==> src/rtl/bsg_mul_iterative_mac_pkg.sv <==
// Shared types and helpers for the iterative multiply-accumulate unit.
package bsg_mul_iterative_mac_pkg;

    typedef enum logic [1:0] {
        eIDLE = 2'd0,
        eCAL  = 2'd1,
        eFIN  = 2'd2,
        eDONE = 2'd3
    } bsg_mul_iterative_mac_state_e;

    // Number of eCAL cycles needed to retire all multiplier digits.
    function automatic int unsigned bsg_mul_iterative_mac_iter_count(
        input int unsigned width,
        input int unsigned step
    );
        return width / step;
    endfunction

endpackage

==> src/rtl/bsg_mul_iterative_mac_if.sv <==
// Request/response bundle for the iterative MAC unit; signal suffixes are from the unit's view.
interface bsg_mul_iterative_mac_if #(
    parameter int unsigned width_p      = 32,
    parameter int unsigned full_sized_p = 1,
    parameter int unsigned tag_width_p  = 1
);
    localparam int unsigned output_size_lp = (full_sized_p != 0) ? 2 * width_p : width_p;

    logic                      v_i;
    logic                      ready_o;
    logic [width_p-1:0]        opA_i;
    logic                      opA_is_signed_i;
    logic [width_p-1:0]        opB_i;
    logic                      opB_is_signed_i;
    logic                      acc_en_i;
    logic [output_size_lp-1:0] acc_i;
    logic [tag_width_p-1:0]    tag_i;
    logic [output_size_lp-1:0] result_o;
    logic [tag_width_p-1:0]    tag_o;
    logic                      v_o;
    logic                      yumi_i;

    // Issue side: drives operations and consumes results.
    modport master (
        output v_i, opA_i, opA_is_signed_i, opB_i, opB_is_signed_i,
        output acc_en_i, acc_i, tag_i, yumi_i,
        input  ready_o, result_o, tag_o, v_o
    );

    // Functional unit side.
    modport slave (
        input  v_i, opA_i, opA_is_signed_i, opB_i, opB_is_signed_i,
        input  acc_en_i, acc_i, tag_i, yumi_i,
        output ready_o, result_o, tag_o, v_o
    );

endinterface

==> src/rtl/bsg_mul_iterative_mac_step.sv <==
// Combinational digit step: adds |A| * digit, aligned to digit position idx_i, into the product.
module bsg_mul_iterative_mac_step #(
    parameter int unsigned width_p     = 32,
    parameter int unsigned iter_step_p = 8,
    parameter int unsigned idx_width_p = 2
) (
    input  logic [width_p-1:0]     a_mag_i,
    input  logic [iter_step_p-1:0] b_digit_i,
    input  logic [2*width_p-1:0]   prod_i,
    input  logic [idx_width_p-1:0] idx_i,
    output logic [2*width_p-1:0]   prod_o
);

    logic [2*width_p-1:0] digit_ext;
    logic [2*width_p-1:0] partial;
    logic [31:0]          shamt;

    // Partial product fits in 2*width_p bits since digit < 2^iter_step_p <= 2^width_p.
    always_comb begin
        digit_ext                   = '0;
        digit_ext[iter_step_p-1:0]  = b_digit_i;
        partial                     = {{width_p{1'b0}}, a_mag_i} * digit_ext;
        shamt                       = 32'(idx_i) * iter_step_p;
        prod_o                      = prod_i + (partial << shamt);
    end

endmodule

==> src/rtl/bsg_mul_iterative_mac.sv <==
// Iterative multiply-accumulate: result = A*B + acc, iter_step_p multiplier bits per cycle.
// Optional macro BSG_MUL_ITERATIVE_MAC_EARLY_OUT_EN ends eCAL once the remaining multiplier is zero.
module bsg_mul_iterative_mac
    import bsg_mul_iterative_mac_pkg::*;
#(
    parameter int unsigned width_p      = 32,
    parameter int unsigned iter_step_p  = 8,
    parameter int unsigned full_sized_p = 1,
    parameter int unsigned tag_width_p  = 1
) (
    input  logic                 clk_i,
    input  logic                 reset_i,
    bsg_mul_iterative_mac_if.slave mac_io
);

    localparam int unsigned output_size_lp = (full_sized_p != 0) ? 2 * width_p : width_p;
    localparam int unsigned iter_count_lp  =
        bsg_mul_iterative_mac_iter_count(width_p, iter_step_p);
    localparam int unsigned cnt_width_lp   = (iter_count_lp > 1) ? $clog2(iter_count_lp) : 1;
    localparam logic [cnt_width_lp-1:0] last_cnt_lp = cnt_width_lp'(iter_count_lp - 1);

    bsg_mul_iterative_mac_state_e state_q, state_d;

    logic [width_p-1:0]        a_mag_q, a_mag_d;
    logic [width_p-1:0]        b_rem_q, b_rem_d;
    logic                      neg_q, neg_d;
    logic [output_size_lp-1:0] acc_q, acc_d;
    logic [tag_width_p-1:0]    tag_q, tag_d;
    logic [2*width_p-1:0]      prod_q, prod_d;
    logic [cnt_width_lp-1:0]   cnt_q, cnt_d;
    logic [output_size_lp-1:0] result_q, result_d;

    logic                      a_neg, b_neg;
    logic [2*width_p-1:0]      prod_step;
    logic [2*width_p-1:0]      prod_signed;

    bsg_mul_iterative_mac_step #(
        .width_p     (width_p),
        .iter_step_p (iter_step_p),
        .idx_width_p (cnt_width_lp)
    ) u_step (
        .a_mag_i   (a_mag_q),
        .b_digit_i (b_rem_q[iter_step_p-1:0]),
        .prod_i    (prod_q),
        .idx_i     (cnt_q),
        .prod_o    (prod_step)
    );

    // Next-state and datapath update for the accept/iterate/finish/hold sequence.
    always_comb begin
        state_d     = state_q;
        a_mag_d     = a_mag_q;
        b_rem_d     = b_rem_q;
        neg_d       = neg_q;
        acc_d       = acc_q;
        tag_d       = tag_q;
        prod_d      = prod_q;
        cnt_d       = cnt_q;
        result_d    = result_q;
        a_neg       = mac_io.opA_i[width_p-1] & mac_io.opA_is_signed_i;
        b_neg       = mac_io.opB_i[width_p-1] & mac_io.opB_is_signed_i;
        prod_signed = neg_q ? -prod_q : prod_q;

        unique case (state_q)
            eIDLE: begin
                if (mac_io.v_i) begin
                    // Unary minus maps the most-negative value onto its own magnitude.
                    a_mag_d = a_neg ? -mac_io.opA_i : mac_io.opA_i;
                    b_rem_d = b_neg ? -mac_io.opB_i : mac_io.opB_i;
                    neg_d   = a_neg ^ b_neg;
                    acc_d   = mac_io.acc_en_i ? mac_io.acc_i : '0;
                    tag_d   = mac_io.tag_i;
                    prod_d  = '0;
                    cnt_d   = '0;
                    state_d = eCAL;
                end
            end
            eCAL: begin
                prod_d  = prod_step;
                b_rem_d = b_rem_q >> iter_step_p;
                cnt_d   = cnt_q + cnt_width_lp'(1);
                if (cnt_q == last_cnt_lp) begin
                    state_d = eFIN;
                end
`ifdef BSG_MUL_ITERATIVE_MAC_EARLY_OUT_EN
                if (b_rem_d == '0) begin
                    state_d = eFIN;
                end
`endif
            end
            eFIN: begin
                result_d = prod_signed[output_size_lp-1:0] + acc_q;
                state_d  = eDONE;
            end
            eDONE: begin
                if (mac_io.yumi_i) begin
                    state_d = eIDLE;
                end
            end
            default: state_d = eIDLE;
        endcase
    end

    // State and datapath registers; reset aborts any operation in flight.
    always_ff @(posedge clk_i or posedge reset_i) begin
        if (reset_i) begin
            state_q  <= eIDLE;
            a_mag_q  <= '0;
            b_rem_q  <= '0;
            neg_q    <= 1'b0;
            acc_q    <= '0;
            tag_q    <= '0;
            prod_q   <= '0;
            cnt_q    <= '0;
            result_q <= '0;
        end else begin
            state_q  <= state_d;
            a_mag_q  <= a_mag_d;
            b_rem_q  <= b_rem_d;
            neg_q    <= neg_d;
            acc_q    <= acc_d;
            tag_q    <= tag_d;
            prod_q   <= prod_d;
            cnt_q    <= cnt_d;
            result_q <= result_d;
        end
    end

    assign mac_io.ready_o  = (state_q == eIDLE);
    assign mac_io.v_o      = (state_q == eDONE);
    assign mac_io.result_o = result_q;
    assign mac_io.tag_o    = tag_q;

endmodule

==> src/flat_wrapper.sv <==
// flat-port wrapper written by rule: the top's interface ports become plain ports
module bsg_mul_iterative_mac_flat import bsg_mul_iterative_mac_pkg::*;
#(
    parameter int unsigned width_p      = 32,
    parameter int unsigned iter_step_p  = 8,
    parameter int unsigned full_sized_p = 1,
    parameter int unsigned tag_width_p  = 1
)
  (clk_i, reset_i, mac_io_v_i, mac_io_opA_i, mac_io_opA_is_signed_i, mac_io_opB_i, mac_io_opB_is_signed_i, mac_io_acc_en_i, mac_io_acc_i, mac_io_tag_i, mac_io_yumi_i, mac_io_ready_o, mac_io_result_o, mac_io_tag_o, mac_io_v_o);
  bsg_mul_iterative_mac_if #(.width_p(width_p), .full_sized_p(full_sized_p), .tag_width_p(tag_width_p)) mac_io_i ();
  input  logic clk_i;
  input  logic reset_i;
  input wire logic [$bits(mac_io_i.v_i)-1:0] mac_io_v_i;
  input wire logic [$bits(mac_io_i.opA_i)-1:0] mac_io_opA_i;
  input wire logic [$bits(mac_io_i.opA_is_signed_i)-1:0] mac_io_opA_is_signed_i;
  input wire logic [$bits(mac_io_i.opB_i)-1:0] mac_io_opB_i;
  input wire logic [$bits(mac_io_i.opB_is_signed_i)-1:0] mac_io_opB_is_signed_i;
  input wire logic [$bits(mac_io_i.acc_en_i)-1:0] mac_io_acc_en_i;
  input wire logic [$bits(mac_io_i.acc_i)-1:0] mac_io_acc_i;
  input wire logic [$bits(mac_io_i.tag_i)-1:0] mac_io_tag_i;
  input wire logic [$bits(mac_io_i.yumi_i)-1:0] mac_io_yumi_i;
  output wire logic [$bits(mac_io_i.ready_o)-1:0] mac_io_ready_o;
  output wire logic [$bits(mac_io_i.result_o)-1:0] mac_io_result_o;
  output wire logic [$bits(mac_io_i.tag_o)-1:0] mac_io_tag_o;
  output wire logic [$bits(mac_io_i.v_o)-1:0] mac_io_v_o;
  assign mac_io_i.v_i = mac_io_v_i;
  assign mac_io_i.opA_i = mac_io_opA_i;
  assign mac_io_i.opA_is_signed_i = mac_io_opA_is_signed_i;
  assign mac_io_i.opB_i = mac_io_opB_i;
  assign mac_io_i.opB_is_signed_i = mac_io_opB_is_signed_i;
  assign mac_io_i.acc_en_i = mac_io_acc_en_i;
  assign mac_io_i.acc_i = mac_io_acc_i;
  assign mac_io_i.tag_i = mac_io_tag_i;
  assign mac_io_i.yumi_i = mac_io_yumi_i;
  assign mac_io_ready_o = mac_io_i.ready_o;
  assign mac_io_result_o = mac_io_i.result_o;
  assign mac_io_tag_o = mac_io_i.tag_o;
  assign mac_io_v_o = mac_io_i.v_o;
  bsg_mul_iterative_mac #(.width_p(width_p), .iter_step_p(iter_step_p), .full_sized_p(full_sized_p), .tag_width_p(tag_width_p)) u_core (.clk_i(clk_i), .reset_i(reset_i), .mac_io(mac_io_i));
endmodule
==> config.mk <==
export PLATFORM = sky130hd
export DESIGN_NAME = bsg_mul_iterative_mac_flat
export DESIGN_NICKNAME = d
export VERILOG_FILES = /design/src/rtl/bsg_mul_iterative_mac_pkg.sv /design/src/rtl/bsg_mul_iterative_mac_if.sv /design/src/rtl/bsg_mul_iterative_mac_step.sv /design/src/rtl/bsg_mul_iterative_mac.sv /design/src/flat_wrapper.sv
export SDC_FILE = /design/constraint.sdc
export NUM_CORES = 2
export LEC_CHECK = 0
export CORE_MARGIN = 4
export CORE_UTILIZATION = 45
export DETAILED_ROUTE_END_ITERATION = 16
export DONT_BUFFER_PORTS = 1
export GPL_TIMING_DRIVEN = 0
export PLACE_DENSITY = 0.7
export REMOVE_ABC_BUFFERS = 1
export SYNTH_ARGS = -nofsm -noshare
export SYNTH_HDL_FRONTEND = slang
export SYNTH_SLANG_ARGS = --single-unit
==> constraint.sdc <==
create_clock -name clk_i -period 12.9 [get_ports clk_i]
set_input_delay 2.58 -clock clk_i [delete_from_list [all_inputs] [get_ports clk_i]]
set_output_delay 2.58 -clock clk_i [all_outputs]
set_load 0.05 [all_outputs]
==> results.txt <==
First-pass GRT wire length: 124000 microns
Initial core utilization: 0.455
Crit path launch type: flip-flop
CP endpoint kind: flip-flop
IO buf count: 0
Nets: 3879
CP Data Required Time: 13330 ps
Layout cells sized above 1: 0.0470
Via Count: 24200
Die area: 0.0680 sq mm
CTS tree: done
DR iter-0 viols: 1373
Bufs on Longest Clock Path: 3
DRT Pass-1 Iters: 9
Total GRT Usage: 0.221
Avg WL per Cell: 18.0 microns
Min Tclk post-route: 9600 ps
Setup violators final: 0
Max Clock Skew: 24.1 ps
Syn Area/Cell: 8.27 sq um
Chip width: 261 microns
Antenna Cells: 0
Post-Route WL: 76300 microns
WS Path Type: reg2reg
CTS Hold Buffers Added: 0
Worst-path clk slew: 60 ps
GP Congestion: 0.907
Post-synth ARST share: 1.00
Area grow syn2layout: 6.83%
YS warnings: 0
Netlist Area Pre-Place: 0.0288 sq mm
Register area share after synthesis: 0.228
Global route total overflow: 0
Vias per cell: 5.73
Yosys cell types: 83
Drt drc: 0
Post-synth EDFFs: 0
Clock sinks: 262
Crit share post-route: 0.745
Max frequency: 104 MHz
# IOs: 203
Status: finished, final reports clean
Hold Crit Class: reg2reg
Max stage delay on crit path: 1150 ps
Worst-Margin Slew: 1230 ps
Layout Cells excl Fill: 4230
Initial antenna violation count: 1
CTS root buf: clkbuf_16
Seq cells post-synth: 262
Cell Rows: 92
Worst skew pair latency: 560 ps
Most common cell on crit path: fa_1
Detail Placement HPWL: 59300 microns
Sum Neg Setup Slack: 0 ps
Cell count after placement: 4169
Htree depth: 2
Largest net degree at the start of global routing: 112
Worst EP arrival: 10040 ps
Synth Instances: 3478
Rel. slew slack: 0.179
Worst-path maximum fanout: 33
Resize count post-CTS: 0
Unrepaired setup endpoints after global routing: no
MaxCap Viol Count: 0
Die H: 261 microns
Fin. Hold Viols: 0
Final slew viol count: 0
Vias in the first global route: 23600
Primary FF master, synth: dfrtp_1
Setup Fix Bufs, Post-CTS: 0
Final Core Density: 0.486
CP max stage cell: dfrtp_1
Core area: 0.0632 sq mm
Hold slack: 469 ps
Total CTS buffers: 34
Post-route ant nets: 0
-- routing by layer --
metal | vias up | GRT usage | wire length [microns]
li1 | 11800 | - | -
met1 | 11700 | 0.301 | 34400
met2 | 627 | 0.368 | 35700
met3 | 130 | 0.0320 | 4210
met4 | 0 | 0.0593 | 2010
met5 | - | 0 | 0
-- layout make-up --
type,instances,area [sq um]
Timing Repair Buffer,10,268
Tap cell,846,1060
Clock buffer,42,922
Inverter,255,965
Fill cell,6035,32500
Sequential cell,262,6560
Clock inverter,18,300
Multi-Input combinational cell,2797,20600
-- per-stage QoR --
stage | cell area (sq um) | worst slack [ps]
after floorplan | 28100 | 3110
after global placement | 29200 | -189
after detailed placement | 29500 | 3420
after CTS | 30700 | 3390
after global routing | 30700 | 2740
final | 30700 | 3300
-- sequential cells by signal, summed over array words and instances (netlist names) --
register,flops
u_core.mac_io.result_o,64
u_core.a_mag_q,32
u_core.mac_io.tag_o,1
u_core.neg_q,1
u_core.acc_q,64
u_core.b_rem_q,32
u_core.prod_q,64
u_core.cnt_q,2
u_core.state_q,2
-- synthesized netlist by cell type (11+ instances only) --
library cell | n | area share
a211oi_1 | 26 | 0.0068
a21o_1 | 81 | 0.021
a21oi_1 | 235 | 0.041
a22o_1 | 13 | 0.0040
a31oi_1 | 23 | 0.0050
and2_1 | 229 | 0.050
and3_1 | 23 | 0.0050
clkbuf_1 | 150 | 0.020
dfrtp_1 | 262 | 0.23
fa_1 | 182 | 0.13
ha_1 | 201 | 0.087
inv_1 | 255 | 0.033
mux2_2 | 48 | 0.019
mux2i_1 | 32 | 0.011
nand2_1 | 484 | 0.063
nand2b_1 | 21 | 0.0046
nand3_1 | 110 | 0.019
nand4_1 | 42 | 0.0091
nor2_1 | 151 | 0.020
nor3_1 | 47 | 0.0082
nor4_1 | 17 | 0.0037
o211ai_1 | 11 | 0.0029
o21a_1 | 23 | 0.0060
o21ai_0 | 242 | 0.042
o21bai_1 | 37 | 0.0097
o22ai_1 | 13 | 0.0028
o31ai_1 | 43 | 0.011
o41ai_1 | 12 | 0.0037
or2_2 | 12 | 0.0026
or3_1 | 34 | 0.0074
or4_1 | 17 | 0.0044
xnor2_1 | 165 | 0.050
xor2_1 | 80 | 0.024
-- worst paths after layout --
check | from | endpoint | slack [ps] | cells after the start
max in group asynchronous | reset_i | u_core.mac_io.result_o[48] | 9660 | 3
hold / removal | u_core.acc_q[12] | u_core.acc_q[12] | 470 | 2
min in group asynchronous | reset_i | u_core.b_rem_q[1] | 1910 | 1
setup reg to reg | u_core.b_rem_q[6] | u_core.prod_q[63] | 3300 | 29
hold reg to reg | u_core.acc_q[12] | u_core.acc_q[12] | 470 | 2
setup / recovery | u_core.b_rem_q[6] | u_core.prod_q[63] | 3300 | 29
-- kinds of logic after synthesis --
kind of cell,share of synthesized area
AOI/OAI and AO/OA,0.188
xor gates and xnor gates,0.0746
adders and majority gates,0.214
buffers and inverters,0.0550
DFF,0.228
muxes,0.0307
and+or+nand+nor,0.209
-- critical path: cells and delay by family (launching register included) --
kind | cells | cell delay (ps)
and+or+nand+nor | 4 | 1450
buffers and inverters | 2 | 100
DFF | 1 | 1150
adders and majority gates | 6 | 2820
xor gates and xnor gates | 1 | 140
AOI/OAI and AO/OA | 15 | 3310
muxes | 1 | 520
-- cell usage in the layout, fill, tap and decap left out, types with 34 or more instances in the layout --
cell         n
nand2_1    482
dfrtp_1    261
inv_1      254
o21ai_0    242
a21oi_1    234
and2_1     228
ha_1       199
fa_1       182
xnor2_1    165
nor2_1     151
nand3_1    110
a21o_1      81
xor2_1      80
mux2_2      48
nor3_1      47
o31ai_1     43
nand4_1     42
o21bai_1    37
clkbuf_16   35
or3_1       34
Power is not shown: default switching activity piles up to over one toggle a cycle in this logic, so the estimate is an artifact.
